$ cat src/rtl/apb_mac_pkg.sv
// Shared constants for the APB MAC array: register offsets, CTRL/STATUS bit
// positions and the per-channel sequencing states.
package apb_mac_pkg;

  localparam logic [3:0] OFF_OPERAND = 4'h0;
  localparam logic [3:0] OFF_CTRL    = 4'h4;
  localparam logic [3:0] OFF_RESULT  = 4'h8;
  localparam logic [3:0] OFF_STATUS  = 4'hC;

  localparam int CTRL_ACC_EN = 0;
  localparam int CTRL_CLR    = 1;
  localparam int CTRL_IRQ_EN = 2;

  localparam int STAT_BUSY = 0;
  localparam int STAT_DONE = 1;
  localparam int STAT_OVF  = 2;

  typedef enum logic [1:0] {
    ST_IDLE = 2'd0,
    ST_MUL  = 2'd1,
    ST_ACC  = 2'd2
  } mac_state_e;

endpackage

$ cat src/rtl/apb_mac_array_if.sv
// APB3 signal bundle between the peripheral bus master and the MAC array.
interface apb_mac_array_if;
  logic [31:0] PADDR;
  logic        PSEL;
  logic        PENABLE;
  logic        PWRITE;
  logic [31:0] PWDATA;
  logic [31:0] PRDATA;
  logic        PREADY;
  logic        PSLVERR;

  modport master (
    output PADDR, PSEL, PENABLE, PWRITE, PWDATA,
    input  PRDATA, PREADY, PSLVERR
  );

  modport slave (
    input  PADDR, PSEL, PENABLE, PWRITE, PWDATA,
    output PRDATA, PREADY, PSLVERR
  );
endinterface

$ cat src/rtl/booth_r4_seq.sv
// Sequential radix-4 Booth multiplier: one Booth digit per cycle, the first digit
// is folded into the start cycle so done pulses W/2 cycles after start.
module booth_r4_seq #(
  parameter int W = 8
) (
  input  logic                  PCLK,
  input  logic                  PRESET,
  input  logic                  start,
  input  logic signed [W-1:0]   a,
  input  logic signed [W-1:0]   b,
  output logic signed [2*W-1:0] product,
  output logic                  done
);

  localparam int STEPS = W / 2;
  localparam int CW    = $clog2(STEPS + 1);

  logic signed [2*W-1:0] r_prod;
  logic signed [2*W-1:0] r_mcand;
  logic signed [W:0]     r_mplier;
  logic [CW-1:0]         r_cnt;
  logic                  r_run;
  logic                  r_done;

  logic [2:0]            w_trip;
  logic signed [2*W-1:0] w_mc;
  logic signed [2*W-1:0] w_base;
  logic signed [2*W-1:0] w_sum;

  // Wrap-around in 2W bits is harmless: the true product always fits in 2W.
  function automatic logic signed [2*W-1:0] booth_pp(input logic [2:0] t,
                                                     input logic signed [2*W-1:0] m);
    case (t)
      3'b001, 3'b010: booth_pp = m;
      3'b011:         booth_pp = m <<< 1;
      3'b100:         booth_pp = -(m <<< 1);
      3'b101, 3'b110: booth_pp = -m;
      default:        booth_pp = '0;
    endcase
  endfunction

  always_comb begin
    w_trip = start ? {b[1:0], 1'b0} : r_mplier[2:0];
    w_mc   = start ? (2*W)'(a) : r_mcand;
    w_base = start ? '0 : r_prod;
    w_sum  = w_base + booth_pp(w_trip, w_mc);
  end

  always_ff @(posedge PCLK) begin
    if (PRESET) begin
      r_prod   <= '0;
      r_mcand  <= '0;
      r_mplier <= '0;
      r_cnt    <= '0;
      r_run    <= 1'b0;
      r_done   <= 1'b0;
    end else begin
      r_done <= 1'b0;
      if (start) begin
        r_prod   <= w_sum;
        r_mcand  <= w_mc <<< 2;
        r_mplier <= $signed({b, 1'b0}) >>> 2;
        r_cnt    <= CW'(STEPS - 1);
        r_run    <= 1'b1;
      end else if (r_run) begin
        r_prod   <= w_sum;
        r_mcand  <= r_mcand <<< 2;
        r_mplier <= r_mplier >>> 2;
        r_cnt    <= r_cnt - CW'(1);
        if (r_cnt == CW'(1)) begin
          r_run  <= 1'b0;
          r_done <= 1'b1;
        end
      end
    end
  end

  assign product = r_prod;
  assign done    = r_done;

endmodule

$ cat src/rtl/apb_mac_array.sv
// APB3 slave with NUM_CH independent signed MAC channels, each with its own
// Booth multiplier, accumulator, CTRL/STATUS registers and done interrupt.
module apb_mac_array
  import apb_mac_pkg::*;
#(
  parameter int          OPERAND_WIDTH = 8,
  parameter int          NUM_CH        = 2,
  parameter int          ACC_WIDTH     = 2 * OPERAND_WIDTH + 8,
  parameter logic [31:0] SLAVE_BASE    = 32'h0000_0000
) (
  input  logic              PCLK,
  input  logic              PRESET,
  apb_mac_array_if.slave    apb,
  output logic [NUM_CH-1:0] MAC_DONE,
  output logic              IRQ
);

  localparam int W = OPERAND_WIDTH;

  logic [31:0]                w_off;
  logic [3:0]                 w_ch;
  logic [3:0]                 w_reg;
  logic                       w_valid;
  logic                       w_access;
  logic                       w_err;
  logic                       w_ok;
  logic                       w_sel_busy;
  logic [31:0]                w_sel_rd;
  logic [NUM_CH-1:0]          w_busy;
  logic [NUM_CH-1:0]          w_irq_vec;
  logic [NUM_CH-1:0][31:0]    w_rd_all;
  logic                       w_unused;

  assign w_off    = apb.PADDR - SLAVE_BASE;
  assign w_ch     = w_off[7:4];
  assign w_reg    = w_off[3:0];
  assign w_valid  = (w_off < 32'(NUM_CH * 16)) && (w_off[1:0] == 2'b00);
  assign w_access = apb.PSEL & apb.PENABLE;
  assign w_unused = ^apb.PWDATA;

  always_comb begin
    w_sel_busy = 1'b0;
    w_sel_rd   = '0;
    for (int i = 0; i < NUM_CH; i++) begin
      if (w_ch == 4'(i)) begin
        w_sel_busy = w_busy[i];
        w_sel_rd   = w_rd_all[i];
      end
    end
    w_err = 1'b0;
    if (w_access) begin
      if (!w_valid) begin
        w_err = 1'b1;
      end else if (apb.PWRITE) begin
        case (w_reg)
          OFF_OPERAND: w_err = w_sel_busy;
          OFF_CTRL:    w_err = w_sel_busy & apb.PWDATA[CTRL_CLR];
          default:     w_err = 1'b1;
        endcase
      end
    end
  end

  // A rejected access never reaches a channel, so it cannot change state.
  assign w_ok        = w_access & w_valid & ~w_err;
  assign apb.PSLVERR = w_err;
  assign apb.PRDATA  = (w_ok && !apb.PWRITE) ? w_sel_rd : '0;
  assign apb.PREADY  = 1'b1;
  assign IRQ         = |w_irq_vec;

  for (genvar g = 0; g < NUM_CH; g++) begin : g_ch
    logic                        w_sel;
    logic                        w_wr_op;
    logic                        w_wr_ctrl;
    logic                        w_rd_stat;
    logic                        w_bdone;
    logic                        w_ovf;
    logic signed [2*W-1:0]       w_prod;
    logic signed [ACC_WIDTH-1:0] w_prod_ext;
    logic signed [ACC_WIDTH-1:0] w_sum;
    logic signed [ACC_WIDTH-1:0] w_next;
    logic [31:0]                 w_rdata;

    logic [W-1:0]                r_a;
    logic [W-1:0]                r_b;
    logic                        r_acc_en;
    logic                        r_irq_en;
    logic                        r_done;
    logic                        r_ovf;
    logic signed [ACC_WIDTH-1:0] r_acc;
    mac_state_e                  r_state;

    assign w_sel     = w_ok && (w_ch == 4'(g));
    assign w_wr_op   = w_sel & apb.PWRITE & (w_reg == OFF_OPERAND);
    assign w_wr_ctrl = w_sel & apb.PWRITE & (w_reg == OFF_CTRL);
    assign w_rd_stat = w_sel & ~apb.PWRITE & (w_reg == OFF_STATUS);

    booth_r4_seq #(.W(W)) u_booth (
      .PCLK    (PCLK),
      .PRESET  (PRESET),
      .start   (w_wr_op),
      .a       (apb.PWDATA[2*W-1:W]),
      .b       (apb.PWDATA[W-1:0]),
      .product (w_prod),
      .done    (w_bdone)
    );

    assign w_prod_ext = ACC_WIDTH'(w_prod);
    assign w_sum      = r_acc + w_prod_ext;
    assign w_ovf      = r_acc_en && (r_acc[ACC_WIDTH-1] == w_prod_ext[ACC_WIDTH-1])
                        && (w_sum[ACC_WIDTH-1] != r_acc[ACC_WIDTH-1]);
    assign w_next     = r_acc_en ? w_sum : w_prod_ext;

    // DONE/OVF sets are ordered after the STATUS-read clear so a set wins.
    always_ff @(posedge PCLK) begin
      if (PRESET) begin
        r_a      <= '0;
        r_b      <= '0;
        r_acc_en <= 1'b0;
        r_irq_en <= 1'b0;
        r_done   <= 1'b0;
        r_ovf    <= 1'b0;
        r_acc    <= '0;
        r_state  <= ST_IDLE;
      end else begin
        if (w_wr_op) begin
          r_a <= apb.PWDATA[2*W-1:W];
          r_b <= apb.PWDATA[W-1:0];
        end
        if (w_wr_ctrl) begin
          r_acc_en <= apb.PWDATA[CTRL_ACC_EN];
          r_irq_en <= apb.PWDATA[CTRL_IRQ_EN];
          if (apb.PWDATA[CTRL_CLR]) r_acc <= '0;
        end
        if (w_rd_stat) begin
          r_done <= 1'b0;
          r_ovf  <= 1'b0;
        end
        case (r_state)
          ST_IDLE: if (w_wr_op) r_state <= ST_MUL;
          ST_MUL:  if (w_bdone) r_state <= ST_ACC;
          ST_ACC: begin
            r_state <= ST_IDLE;
            r_acc   <= w_next;
            r_done  <= 1'b1;
            if (w_ovf) r_ovf <= 1'b1;
          end
          default: r_state <= ST_IDLE;
        endcase
      end
    end

    always_comb begin
      w_rdata = '0;
      case (w_reg)
        OFF_OPERAND: w_rdata = 32'({r_a, r_b});
        OFF_CTRL:    w_rdata = 32'({r_irq_en, 1'b0, r_acc_en});
        OFF_RESULT:  w_rdata = 32'(r_acc);
        OFF_STATUS:  w_rdata = 32'({r_ovf, r_done, (r_state != ST_IDLE)});
        default:     w_rdata = '0;
      endcase
    end

    assign w_busy[g]    = (r_state != ST_IDLE);
    assign w_rd_all[g]  = w_rdata;
    assign w_irq_vec[g] = r_done & r_irq_en;
    assign MAC_DONE[g]  = r_done;
  end

endmodule

$ cat src/flat_wrapper.sv
// flat-port wrapper written by rule: the top's interface ports become plain ports
module apb_mac_array_flat import apb_mac_pkg::*;
#(
  parameter int          OPERAND_WIDTH = 8,
  parameter int          NUM_CH        = 2,
  parameter int          ACC_WIDTH     = 2 * OPERAND_WIDTH + 8,
  parameter logic [31:0] SLAVE_BASE    = 32'h0000_0000
)
  (PCLK, PRESET, MAC_DONE, IRQ, apb_PADDR, apb_PSEL, apb_PENABLE, apb_PWRITE, apb_PWDATA, apb_PRDATA, apb_PREADY, apb_PSLVERR);
  apb_mac_array_if apb_i ();
  input  logic PCLK;
  input  logic PRESET;
  output logic [NUM_CH-1:0] MAC_DONE;
  output logic IRQ;
  input wire logic [$bits(apb_i.PADDR)-1:0] apb_PADDR;
  input wire logic [$bits(apb_i.PSEL)-1:0] apb_PSEL;
  input wire logic [$bits(apb_i.PENABLE)-1:0] apb_PENABLE;
  input wire logic [$bits(apb_i.PWRITE)-1:0] apb_PWRITE;
  input wire logic [$bits(apb_i.PWDATA)-1:0] apb_PWDATA;
  output wire logic [$bits(apb_i.PRDATA)-1:0] apb_PRDATA;
  output wire logic [$bits(apb_i.PREADY)-1:0] apb_PREADY;
  output wire logic [$bits(apb_i.PSLVERR)-1:0] apb_PSLVERR;
  assign apb_i.PADDR = apb_PADDR;
  assign apb_i.PSEL = apb_PSEL;
  assign apb_i.PENABLE = apb_PENABLE;
  assign apb_i.PWRITE = apb_PWRITE;
  assign apb_i.PWDATA = apb_PWDATA;
  assign apb_PRDATA = apb_i.PRDATA;
  assign apb_PREADY = apb_i.PREADY;
  assign apb_PSLVERR = apb_i.PSLVERR;
  apb_mac_array #(.OPERAND_WIDTH(OPERAND_WIDTH), .NUM_CH(NUM_CH), .ACC_WIDTH(ACC_WIDTH), .SLAVE_BASE(SLAVE_BASE)) u_core (.PCLK(PCLK), .PRESET(PRESET), .apb(apb_i), .MAC_DONE(MAC_DONE), .IRQ(IRQ));
endmodule
$ cat config.mk
export PLATFORM = sky130hd
export DESIGN_NAME = apb_mac_array_flat
export DESIGN_NICKNAME = d
export VERILOG_FILES = /design/src/rtl/apb_mac_pkg.sv /design/src/rtl/apb_mac_array_if.sv /design/src/rtl/booth_r4_seq.sv /design/src/rtl/apb_mac_array.sv /design/src/flat_wrapper.sv
export SDC_FILE = /design/constraint.sdc
export NUM_CORES = 1
export LEC_CHECK = 0
export ABC_CLOCK_PERIOD_IN_PS = 10900
export BUFFER_PORTS_ARGS = -buffer_cell sky130_fd_sc_hd__buf_4
export CAP_MARGIN = 20
export CELL_PAD_IN_SITES_DETAIL_PLACEMENT = 1
export CELL_PAD_IN_SITES_GLOBAL_PLACEMENT = 1
export CORE_MARGIN = 2
export CORE_UTILIZATION = 49
export CTS_CLUSTER_DIAMETER = 100
export DETAILED_ROUTE_END_ITERATION = 8
export PLACE_DENSITY_LB_ADDON = 0.1
export SLEW_MARGIN = 10
export SYNTH_ARGS = -nofsm -noshare
export SYNTH_HDL_FRONTEND = slang
export SYNTH_SLANG_ARGS = --single-unit
$ cat constraint.sdc
create_clock -name PCLK -period 10.9 [get_ports PCLK]
set_input_delay 1.09 -clock PCLK [delete_from_list [all_inputs] [get_ports PCLK]]
set_output_delay 1.09 -clock PCLK [all_outputs]
set_load 0.005 [all_outputs]
==> metrics.txt, run 1 <==
Clock transition at path regs about 0.080 ns; worst slew pin tran just over 1 ns; Post-Syn Nets approximately 1900; sequential-to-total area share from yosys stat 0.263; setup TNS 0 ns; Slowest cell on crit path nor3_4; CTS Hold Bufs 0; Cell Pwr Density roughly 89 mW/mm^2; final clock skew about 0.018 ns; Post-Route WL around 46000 um; GRT Total Usage 0.322; crit path kind primary input to flop; RSZ-0062 raised after global routing no; initial cell density of the core 0.501; DR vias 13487; post-synthesis register bit count about 180; met3 routed WL approximately 1700 um; Final min period between 7 and 8 ns; clk buf depth 2; vias in the first global route 13621; largest net degree at the start of global routing 77; critical path, cell by cell buf_4, nor4_4, buf_4, o211ai_1, or3_4, nor3_4, nand2_1, ha_1, and3_1, nand4_1, o21ai_1, nor2_1, xnor2_1, a22oi_1, nand2_1, ha_1, and3_1, a311oi_1, a21oi_1, a31oi_1, o21ai_0, xor2_1, a211o_1, a21oi_1; Post-CTS Resized 0; dominant cells by area after synthesis dfxtp_1 (26%), a21oi_1 (8.5%), ha_1 (7.6%), nand2_1 (6.2%), nor2_1 (5.3%); ant diodes 0; vias per cell 6.33; synth cell count leaders a21oi_1 (230), nand2_1 (225), nor2_1 (192); Synth Flop Type dfxtp_1; Rel. slew slack 0.321; DR top layer met4; CTS buffer count 17; Core ar. roughly 0.027 sq mm; met2 WL 22100 um; fin. max-slew vios 0; area occupied by multi-input gates roughly 0.0094 sq mm; Worst Hold Class flop to flop; CP Max Fanout 27; die area approximately 0.029 sq mm; most common cell in the netlist a21oi_1; drt drc 0; Post-synth EDFFs 0; Fillers between 3000 and 4000; final hold viol count 0; Synth top area share 0.263; Worst VDD drop between 100 and 150 uV; CTS tree built; Cells after Synth approximately 1800; first-pass GRT wire length 74100 um; crit path DAT 7.39 ns; H-tree lvl count 4; maxcap violations 0; initial antenna violation count 0; nets 1931; Final setup viols 0; ys async rst share 0; reg2reg path depth 22; Die Ht about 170 um; synthesized area 0.0135 sq mm; placed wire-length estimate 33200 um; grt total ovfl 0; Worst-Skew Late Latency about 0.46 ns; final period utilization 0.645; run status finished clean; Fmax about 140 MHz; CTS root buffer clkbuf_16; Worst Setup Start Kind primary input; Routed Antenna Nets 0; die width around 170 um; post-synth top area cell dfxtp_1; clock sink total 178; Boundary Pins between 100 and 150; Crit. End Element flop; WP depth 24; Worst path top cell family by delay simple AND/OR/NAND/NOR gates; 1st-iter DRT viols between 900 and 1000; Leakage 5.75 nW; Pwr Total about 0.0013 W; Syn. warnings 0; register area 0.00356 sq mm; Worst Path Buf+Inv 2; Area Growth Syn to Fin 9.11%; WL per Instance 21.6 um; Final GP Congestion between 0.9 and 1; Worst Path Required 11.27 ns; Unique masters post-synth 83; Post-CTS Setup Bufs 0; Slowest Stage Delay on Critical Path 0.64 ns; DRT met1 WL 20400 um; DR pass1 iterations 5; hold path cells 2; Synth Area per Inst approximately 7.6 sq um; share of layout cells above drive strength 1 0.103; number of port buffers 88; # rows 60
sequential cells by signal (all words and copies together) (netlist names):
| register | cells |
|---|---|
| u_core.g_ch.u_booth.r_mcand | 28 |
| u_core.g_ch.r_done | 2 |
| u_core.g_ch.r_acc_en | 2 |
| u_core.g_ch.u_booth.product | 32 |
| u_core.g_ch.r_b | 16 |
| u_core.g_ch.u_booth.r_run | 2 |
| u_core.g_ch.r_state | 4 |
| u_core.g_ch.u_booth.r_mplier | 16 |
| u_core.g_ch.r_acc | 48 |
| u_core.g_ch.r_ovf | 2 |
| u_core.g_ch.r_a | 16 |
| u_core.g_ch.u_booth.r_cnt | 6 |
| u_core.g_ch.u_booth.done | 2 |
| u_core.g_ch.r_irq_en | 2 |
routing by layer:
layer	GRT usage	vias up
met2	0.546	317
met1	0.414	6680
met4	0.142	0
met3	0.0335	88
met5	0	-
li1	-	6402
worst min-delay path, stage by stage, from the launching register on:
cell and delay, ns:
dfxtp_1 0.32, nand2_1 0.05, a21oi_1 0.05
cells in the final DEF, fill, tap and decap left out, types with 9 or more instances in the layout:
cell type / n
a21oi_1: 230
nand2_1: 225
nor2_1: 192
dfxtp_1: 178
buf_4: 102
ha_1: 82
mux2i_1: 67
xnor2_1: 65
o21ai_0: 63
a22oi_1: 50
and2_1: 37
a211oi_1: 35
xor2_1: 30
nor3_1: 29
a21o_1: 28
inv_1: 23
mux2_2: 20
nand3_1: 19
clkbuf_16: 17
nor4_1: 16
o21a_1: 16
and3_1: 15
nor2b_1: 14
o22a_1: 14
a31oi_1: 13
or3_1: 12
o31ai_1: 11
nand2b_1: 10
o211ai_1: 10
o21bai_1: 10
a221oi_1: 9
layout make-up:
class / instances / area share
clock buffer: 19 / 0.0293
sequential: 178 / 0.241
inverter: 23 / 0.00585
multi-input combinational: 1453 / 0.634
clock inverter: 13 / 0.00788
tap: 341 / 0.0289
timing repair buffer: 103 / 0.0526
power by group:
part           leakage [nW]  total [W]          switching, W  internal [W]
logic                  4.05  0.0000574             0.0000384     0.0000190
registers              1.43   0.000650  0.000000000000000927      0.000650
clock network         0.263   0.000612              0.000310      0.000301
total                  5.75    0.00132              0.000349      0.000970
metrics by stage:
stage               hold slack, ns  instances  cell area [sq um]  worst slack, ns   util
global route                 0.472       2130              14800             3.35  0.546
CTS                          0.459       2129              14800             3.95  0.546
detailed placement           0.449       2097              14200             3.50  0.526
global placement             0.439       2097              14200             3.62  0.526
floorplan                    0.429       1780              13500             4.68      -
finish                       0.457       2130              14800             3.87  0.546
worst paths after layout:
path	start	slack, ns	to
worst min register to register	u_core.g_ch[0].r_b[7]$_SDFFE_PP0N_	0.46	u_core.g_ch[0].r_b[7]$_SDFFE_PP0N_
worst max register to register	u_core.g_ch[0].r_state[1]$_SDFFE_PP0P_	4.45	u_core.g_ch[1].u_booth.product[15]$_SDFFE_PP0P_
worst min-delay path	u_core.g_ch[0].r_b[7]$_SDFFE_PP0N_	0.46	u_core.g_ch[0].r_b[7]$_SDFFE_PP0N_
worst max-delay path	apb_PADDR[1]	3.87	u_core.g_ch[1].u_booth.product[15]$_SDFFE_PP0P_
cell families (layout without fill, tap and decap cells):
group	count (synthesis)	after routing	share of synthesized area
buffers and inverters	149	158	0.0452
AND/OR/NAND/NOR	623	623	0.216
XOR/XNOR	95	95	0.0615
other	1	1	0.000277
AO/OA/AOI/OAI	559	559	0.264
adder cells (fa/ha/maj)	86	86	0.0817
flip-flops	178	178	0.263
multiplexers	89	89	0.0687
No activity file was read; power rests on OpenSTA's default activity.
==> run 2, diff against run 1 <==
ABC_CLOCK_PERIOD_IN_PS = 6200   (was 10900)
CORE_UTILIZATION = 41   (was 49)
clock period = 6.2 ns   (was 10.9 ns; I/O delays follow)
==> run 2 against run 1 <==
Net effect: clock power increased by 91%; non-clock buffer count increased by 29; first-iteration DRC count decreased by 9.0%; global-route usage decreased by 4.5 points; flip-flop and latch count unchanged; combinational power increased by 83%; sequential share of layout area decreased by 0.68 points; count of clock-buffer cells in the layout unchanged; critical path depth decreased by 5; highest routed layer unchanged.
==> metrics.txt, run 2 (synthesis results as in run 1) <==
fin area 0.0152 sq mm (was 0.0148 sq mm); clock sink total 178 (unchanged); CTS root buffer clkbuf_16 (unchanged); WP depth 19 (was 24); placed wire-length estimate 35100 um (was 33200 um); final clock skew 0.00911 ns (was 0.0181 ns); Worst Path Buf+Inv 0 (was 2); H-tree lvl count 4 (unchanged); CP Max Fanout 8 (was 27); CTS tree built (unchanged); Post-Route WL 47300 um (was 46000 um); Crit. End Element flop (unchanged); initial cell density of the core 0.416 (was 0.501); Slowest Stage Delay on Critical Path 0.62 ns (was 0.64 ns); met1 Usage GRT 0.358 (was 0.414); initial antenna violation count 0 (unchanged); largest net degree at the start of global routing 77 (unchanged); critical path, cell by cell nor3b_1, o211ai_1, or3_4, nor3_4, nand2_1, ha_1, or3_1, a32o_1, ha_1, a21o_1, a21oi_1, o21bai_1, a21oi_1, o21bai_1, a211o_1, a2111oi_1, o31ai_1, nor4b_1, a211o_1 (was buf_4, nor4_4, buf_4, o211ai_1, or3_4, nor3_4, nand2_1, ha_1, and3_1, nand4_1, o21ai_1, nor2_1, xnor2_1, a22oi_1, nand2_1, ha_1, and3_1, a311oi_1, a21oi_1, a31oi_1, o21ai_0, xor2_1, a211o_1, a21oi_1); DR vias 13287 (was 13487); grt total ovfl 0 (unchanged); clk buf depth 2 (unchanged); 1st-iter DRT viols 890 (was 978); fin util 0.467 (was 0.546); GRT Total Usage 0.277 (was 0.322); crit path DAT 6.15 ns (was 7.39 ns); share of layout cells above drive strength 1 0.118 (was 0.103); Worst VDD drop 223 uV (was 104 uV); Post-CTS Setup Bufs 0 (unchanged); Fmax between 150 and 200 MHz; reg2reg path depth 19 (was 22); final hold viol count 0 (unchanged); setup slack after layout 0.454 ns (was 3.87 ns); Final setup viols 0 (unchanged); maxcap violations 0 (unchanged); placed cell area 0.0146 sq mm (was 0.0142 sq mm); fin. max-slew vios 0 (unchanged); Rel. slew slack 0.297 (was 0.321); setup TNS 0 ns (unchanged); Biggest register u_core.g_ch.r_acc (unchanged); Final GP Congestion 0.892 (was 0.901); first-pass GRT wire length 74400 um (was 74100 um); most frequent cells in the layout a21oi_1 (230), nand2_1 (225), nor2_1 (192) (unchanged); Register-to-Register Setup Slack 0.45 ns (was 4.45 ns); Post-CTS Resized 0 (unchanged); area occupied by multi-input gates 0.00936 sq mm (unchanged); RSZ-0062 raised after global routing no (unchanged); die area 0.0345 sq mm (was 0.0290 sq mm); hold path cells 3 (was 2); met3 usage 0.0356 (was 0.0335); Global Route met2 Usage 0.477 (was 0.546); Worst path top cell family by delay compound AO/OA/AOI/OAI gates (was simple AND/OR/NAND/NOR gates); run status finished clean (unchanged); final period utilization 0.927; WL per Instance 20.9 um (was 21.6 um); number of port buffers 88 (unchanged); commonest non-fill, non-tap cell in the layout a21oi_1 (unchanged); register area 0.00356 sq mm (unchanged); pre-CTS WS 0.154 ns (was 3.50 ns); Area Growth Syn to Fin 12.3% (was 9.11%); ant diodes 0 (unchanged); Boundary Pins 106 (unchanged); Die Ht 186 um (was 170 um); crit path kind flop to flop (was primary input to flop); DR pass1 iterations 4 (was 5); gr busiest metal met2 (unchanged); Worst-Skew Late Latency 0.46 ns (about the same); vias in the first global route 13219 (was 13621); nets 1960 (was 1931); Clock transition at path regs 0.08 ns (about the same); CTS Hold Bufs 0 (unchanged); Worst Path Required 6.60 ns (was 11.27 ns); max reg flops 48 (unchanged); Cell Pwr Density 159 mW/mm^2 (was 89.3 mW/mm^2); Core ar. 0.0325 sq mm (was 0.0270 sq mm); Leakage 5.93 nW (was 5.75 nW); die width 186 um (was 170 um); Final min period roughly 5.7 ns; Worst Setup Start Kind flop (was primary input); Fillers 4057 (was 3408); vias per cell 5.88 (was 6.33); worst slew pin tran 1.05 ns (was 1.02 ns); Slowest cell on crit path a2111oi_1 (was nor3_4); CTS buffer count 17 (unchanged); Worst Hold Class primary input to flop (was flop to flop); drt drc 0 (unchanged); Routed Antenna Nets 0 (unchanged); # rows 66 (was 60)
==> run 2: cell count changes in the layout (fill, tap and decap cells not counted), sizes merged <==
cell	delta
clkinvlp	-2
inv	-1
bufinv	+2
clkinv	+1
buf	+29
==> run 2: final timing paths <==
| kind | start | endpoint |
|---|---|---|
| max | u_core.g_ch[1].r_state[1]$_SDFFE_PP0P_ | u_core.g_ch[1].u_booth.product[14]$_SDFFE_PP0P_ |
| min | apb_PWDATA[4] | u_core.g_ch[0].r_b[4]$_SDFFE_PP0N_ |
| max reg2reg | u_core.g_ch[1].r_state[1]$_SDFFE_PP0P_ | u_core.g_ch[1].u_booth.product[14]$_SDFFE_PP0P_ |
| min reg2reg | u_core.g_ch[0].r_b[6]$_SDFFE_PP0N_ | u_core.g_ch[0].r_b[6]$_SDFFE_PP0N_ |
==> run 2: area by class of cell <==
cell class                 count  area share
clock inverter                13      0.0110
multi-input combinational   1453       0.616
sequential                   178       0.235
timing repair buffer         132      0.0671
tap                          442      0.0364
clock buffer                  19      0.0291
inverter                      23     0.00568
==> run 2: through the flow <==
stage,power (W),cells,hold slack [ns]
floorplan,0.00122,1780,0.429
global placement,0.00127,2228,0.444
detailed placement,0.00127,2228,0.449
CTS,0.00245,2260,0.451
global route,0.00250,2260,0.450
finish,0.00242,2260,0.460
==> run 2: tightest hold or removal path, cell delays in order <==
cell and delay (ns):
buf_4 0.14, nand2_1 0.06, a21oi_1 0.05
==> run 2: power breakdown <==
part	leakage, nW	internal [W]	total, W	switching [W]
Clock	0.296	0.000622	0.00117	0.000553
Combinational	4.20	0.0000356	0.000105	0.0000698
Sequential	1.43	0.00114	0.00114	0.00000000000000160
==> run 2: per-layer routing <==
layer / vias to the layer above / share of wire
met1: 6519 / 0.46
met2: 221 / 0.49
met3: 70 / 0.028
met4: 0 / 0.028
met5: - / 0
li1: 6477 / -
==> run 3, diff against run 2 <==
REMOVE_ABC_BUFFERS = 1   (was unset)
==> run 3 against run 2 <==
Net effect: first-iteration DRC count rose by 16%; hold slack got worse by 0.0014 ns; global-route usage is 0.26 points higher; worst setup slack better by 0.13 ns; largest cell class unchanged; critical path depth up 1; combinational power is essentially flat; core utilization up 0.13 points; sequential power about the same.
==> metrics.txt, run 3 (synthesis results as in run 1) <==
critical path, cell by cell buf_4, nor3_2, nand2_1, nor4_2, buf_4, and3_1, nor2_1, a21oi_1, o21ai_0, ha_1, a21o_1, a21oi_1, o21bai_1, a21oi_1, o21bai_1, a211o_1, a2111oi_1, o31ai_1, nor4b_1, a211o_1 (was nor3b_1, o211ai_1, or3_4, nor3_4, nand2_1, ha_1, or3_1, a32o_1, ha_1, a21o_1, a21oi_1, o21bai_1, a21oi_1, o21bai_1, a211o_1, a2111oi_1, o31ai_1, nor4b_1, a211o_1); Register-to-Register Setup Slack 0.62 ns (was 0.45 ns); setup slack after layout 0.585 ns (was 0.454 ns); CTS root buffer clkbuf_16 (unchanged); share of layout cells above drive strength 1 0.125 (was 0.118); Most common cell on crit path a21oi_1; Final GP Congestion 0.933 (was 0.892); Core ar. 0.0325 sq mm (unchanged); Worst path top cell family by delay compound AO/OA/AOI/OAI gates (unchanged); commonest non-fill, non-tap cell in the layout a21oi_1 (unchanged); Worst-Skew Late Latency 0.46 ns (about the same); DR vias 13575 (was 13287); Routed Antenna Nets 0 (unchanged); Post-CTS Setup Bufs 0 (unchanged); hold path cells 2 (was 3); # rows 66 (unchanged); Die Ht 186 um (unchanged); met3 routed WL 2810 um (was 1320 um); clock sink total 178 (unchanged); WL per Instance 21.1 um (was 20.9 um); nets 1973 (was 1960); vias in the first global route 13448 (was 13219); most frequent cells in the layout a21oi_1 (230), nand2_1 (225), nor2_1 (192) (unchanged); Final setup viols 0 (unchanged); Clock transition at path regs 0.08 ns (about the same); met2 WL 21400 um (was 23000 um); placed cell area 0.0147 sq mm (was 0.0146 sq mm); Worst Hold Launch u_core.g_ch[1].r_b[3]$_SDFFE_PP0P_ (was apb_PWDATA[4]); Worst Path Required 6.61 ns (was 6.60 ns); pre-CTS WS 0.194 ns (was 0.154 ns); die width 186 um (unchanged); reg2reg start u_core.g_ch[0].r_state[1]$_SDFFE_PP0P_ (was u_core.g_ch[1].r_state[1]$_SDFFE_PP0P_); Fmax 178 MHz (was 174 MHz); register area 0.00356 sq mm (unchanged); Slowest Stage Delay on Critical Path 0.67 ns (was 0.62 ns); DR pass1 iterations 6 (was 4); die area 0.0345 sq mm (unchanged); GRT Total Usage 0.280 (was 0.277); CTS buffer count 17 (unchanged); Cell Pwr Density 155 mW/mm^2 (was 159 mW/mm^2); Hold Crit Endpoint u_core.g_ch[1].r_b[3]$_SDFFE_PP0P_ (was u_core.g_ch[0].r_b[4]$_SDFFE_PP0N_); fin area 0.0152 sq mm (about the same); CP Max Fanout 8 (unchanged); area occupied by multi-input gates 0.00936 sq mm (unchanged); Post-Route WL 47900 um (was 47300 um); number of port buffers 88 (unchanged); vias per cell 5.97 (was 5.88); Post-CTS Resized 0 (unchanged); H-tree lvl count 4 (unchanged); R2R Path End u_core.g_ch[1].u_booth.product[15]$_SDFFE_PP0P_ (was u_core.g_ch[1].u_booth.product[14]$_SDFFE_PP0P_); 1st-iter DRT viols 1036 (was 890); Worst Hold Class flop to flop (was primary input to flop); drt drc 0 (unchanged); Leakage 5.96 nW (was 5.93 nW); fin cells 2274 (was 2260); DRT met1 WL 22500 um (was 21600 um); placed wire-length estimate 35300 um (was 35100 um); DR top layer met5 (was met4); Pwr Total 0.00236 W (was 0.00242 W); crit path kind primary input to flop (was flop to flop); Worst Setup Start Kind primary input (was flop); RSZ-0062 raised after global routing no (unchanged); Slowest cell on crit path a2111oi_1 (unchanged); crit path DAT 6.02 ns (was 6.15 ns); fin util 0.468 (was 0.467); Biggest register u_core.g_ch.r_acc (unchanged); final hold viol count 0 (unchanged); max reg flops 48 (unchanged); Worst VDD drop 209 uV (was 223 uV); final period utilization 0.906 (was 0.927); Area Growth Syn to Fin 12.6% (was 12.3%); Worst Path Buf+Inv 2 (was 0); Fillers 4070 (was 4057); Boundary Pins 106 (unchanged); maxcap violations 0 (unchanged); largest net degree at the start of global routing 106 (was 77); reg2reg path depth 19 (unchanged); run status finished clean (unchanged); initial cell density of the core 0.416 (unchanged); clk buf depth 2 (unchanged); CTS tree built (unchanged); CTS Hold Bufs 0 (unchanged); Final min period 5.62 ns (was 5.75 ns); dpl cells 2241 (was 2228); initial antenna violation count 2 (was 0); worst slew pin tran 0.953 ns (was 1.05 ns); final clock skew 0.00799 ns (was 0.00911 ns); Crit. End Element flop (unchanged); grt total ovfl 0 (unchanged); Rel. slew slack 0.365 (was 0.297); first-pass GRT wire length 75100 um (was 74400 um); fin. max-slew vios 0 (unchanged)
[run 3: final cells by class]
type / instances / share of cell area
timing repair buffer: 145 / 0.0717
inverter: 23 / 0.00567
sequential: 178 / 0.234
clock buffer: 18 / 0.0288
multi-input combinational: 1453 / 0.614
tap: 442 / 0.0363
clock inverter: 14 / 0.00903
antenna: 1 / 0.000164
[run 3: power breakdown]
part | internal [W] | total (W) | leakage (nW) | switching [W]
Sequential | 0.00114 | 0.00114 | 1.43 | 0.00000000000000161
Combinational | 0.0000357 | 0.000108 | 4.25 | 0.0000721
Clock | 0.000544 | 0.00111 | 0.277 | 0.000561
Total | 0.00172 | 0.00236 | 5.96 | 0.000633
[run 3: worst max-delay path by stage]
stage,start,to,slack [ns],cells after the start
finish,apb_PADDR[6],u_core.g_ch[0].u_booth.product[14]$_SDFFE_PP0P_,0.58,20
global route,apb_PADDR[6],u_core.g_ch[0].u_booth.product[14]$_SDFFE_PP0P_,0.16,20
CTS,apb_PADDR[4],u_core.g_ch[1].u_booth.product[15]$_SDFFE_PP0P_,0.67,20
detailed placement,apb_PADDR[4],u_core.g_ch[1].u_booth.product[15]$_SDFFE_PP0P_,0.19,20
global placement,apb_PADDR[4],u_core.g_ch[1].u_booth.product[15]$_SDFFE_PP0P_,0.31,20
floorplan,apb_PADDR[1],u_core.g_ch[0].u_booth.product[14]$_SDFFE_PP0P_,-0.29,18
[run 3: worst min-delay path: cells and delay by family, from the launching register on]
kind / cells / cell delay (ns)
compound gates: 1 / 0.05
simple gates: 1 / 0.05
flops: 1 / 0.32
[run 3: routing by layer]
metal	vias to the layer above	global-route usage
li1	6506	-
met2	370	0.447
met5	-	0
met3	81	0.0487
met1	6616	0.381
met4	2	0.0926
[run 3: through the flow]
stage          hold slack, ns  setup TNS [ns]
6_report                0.459               0
5_1_grt                 0.469               0
4_1_cts                 0.441               0
3_5_place_dp            0.448               0
3_3_place_gp            0.439               0
2_1_floorplan           0.423          -0.589
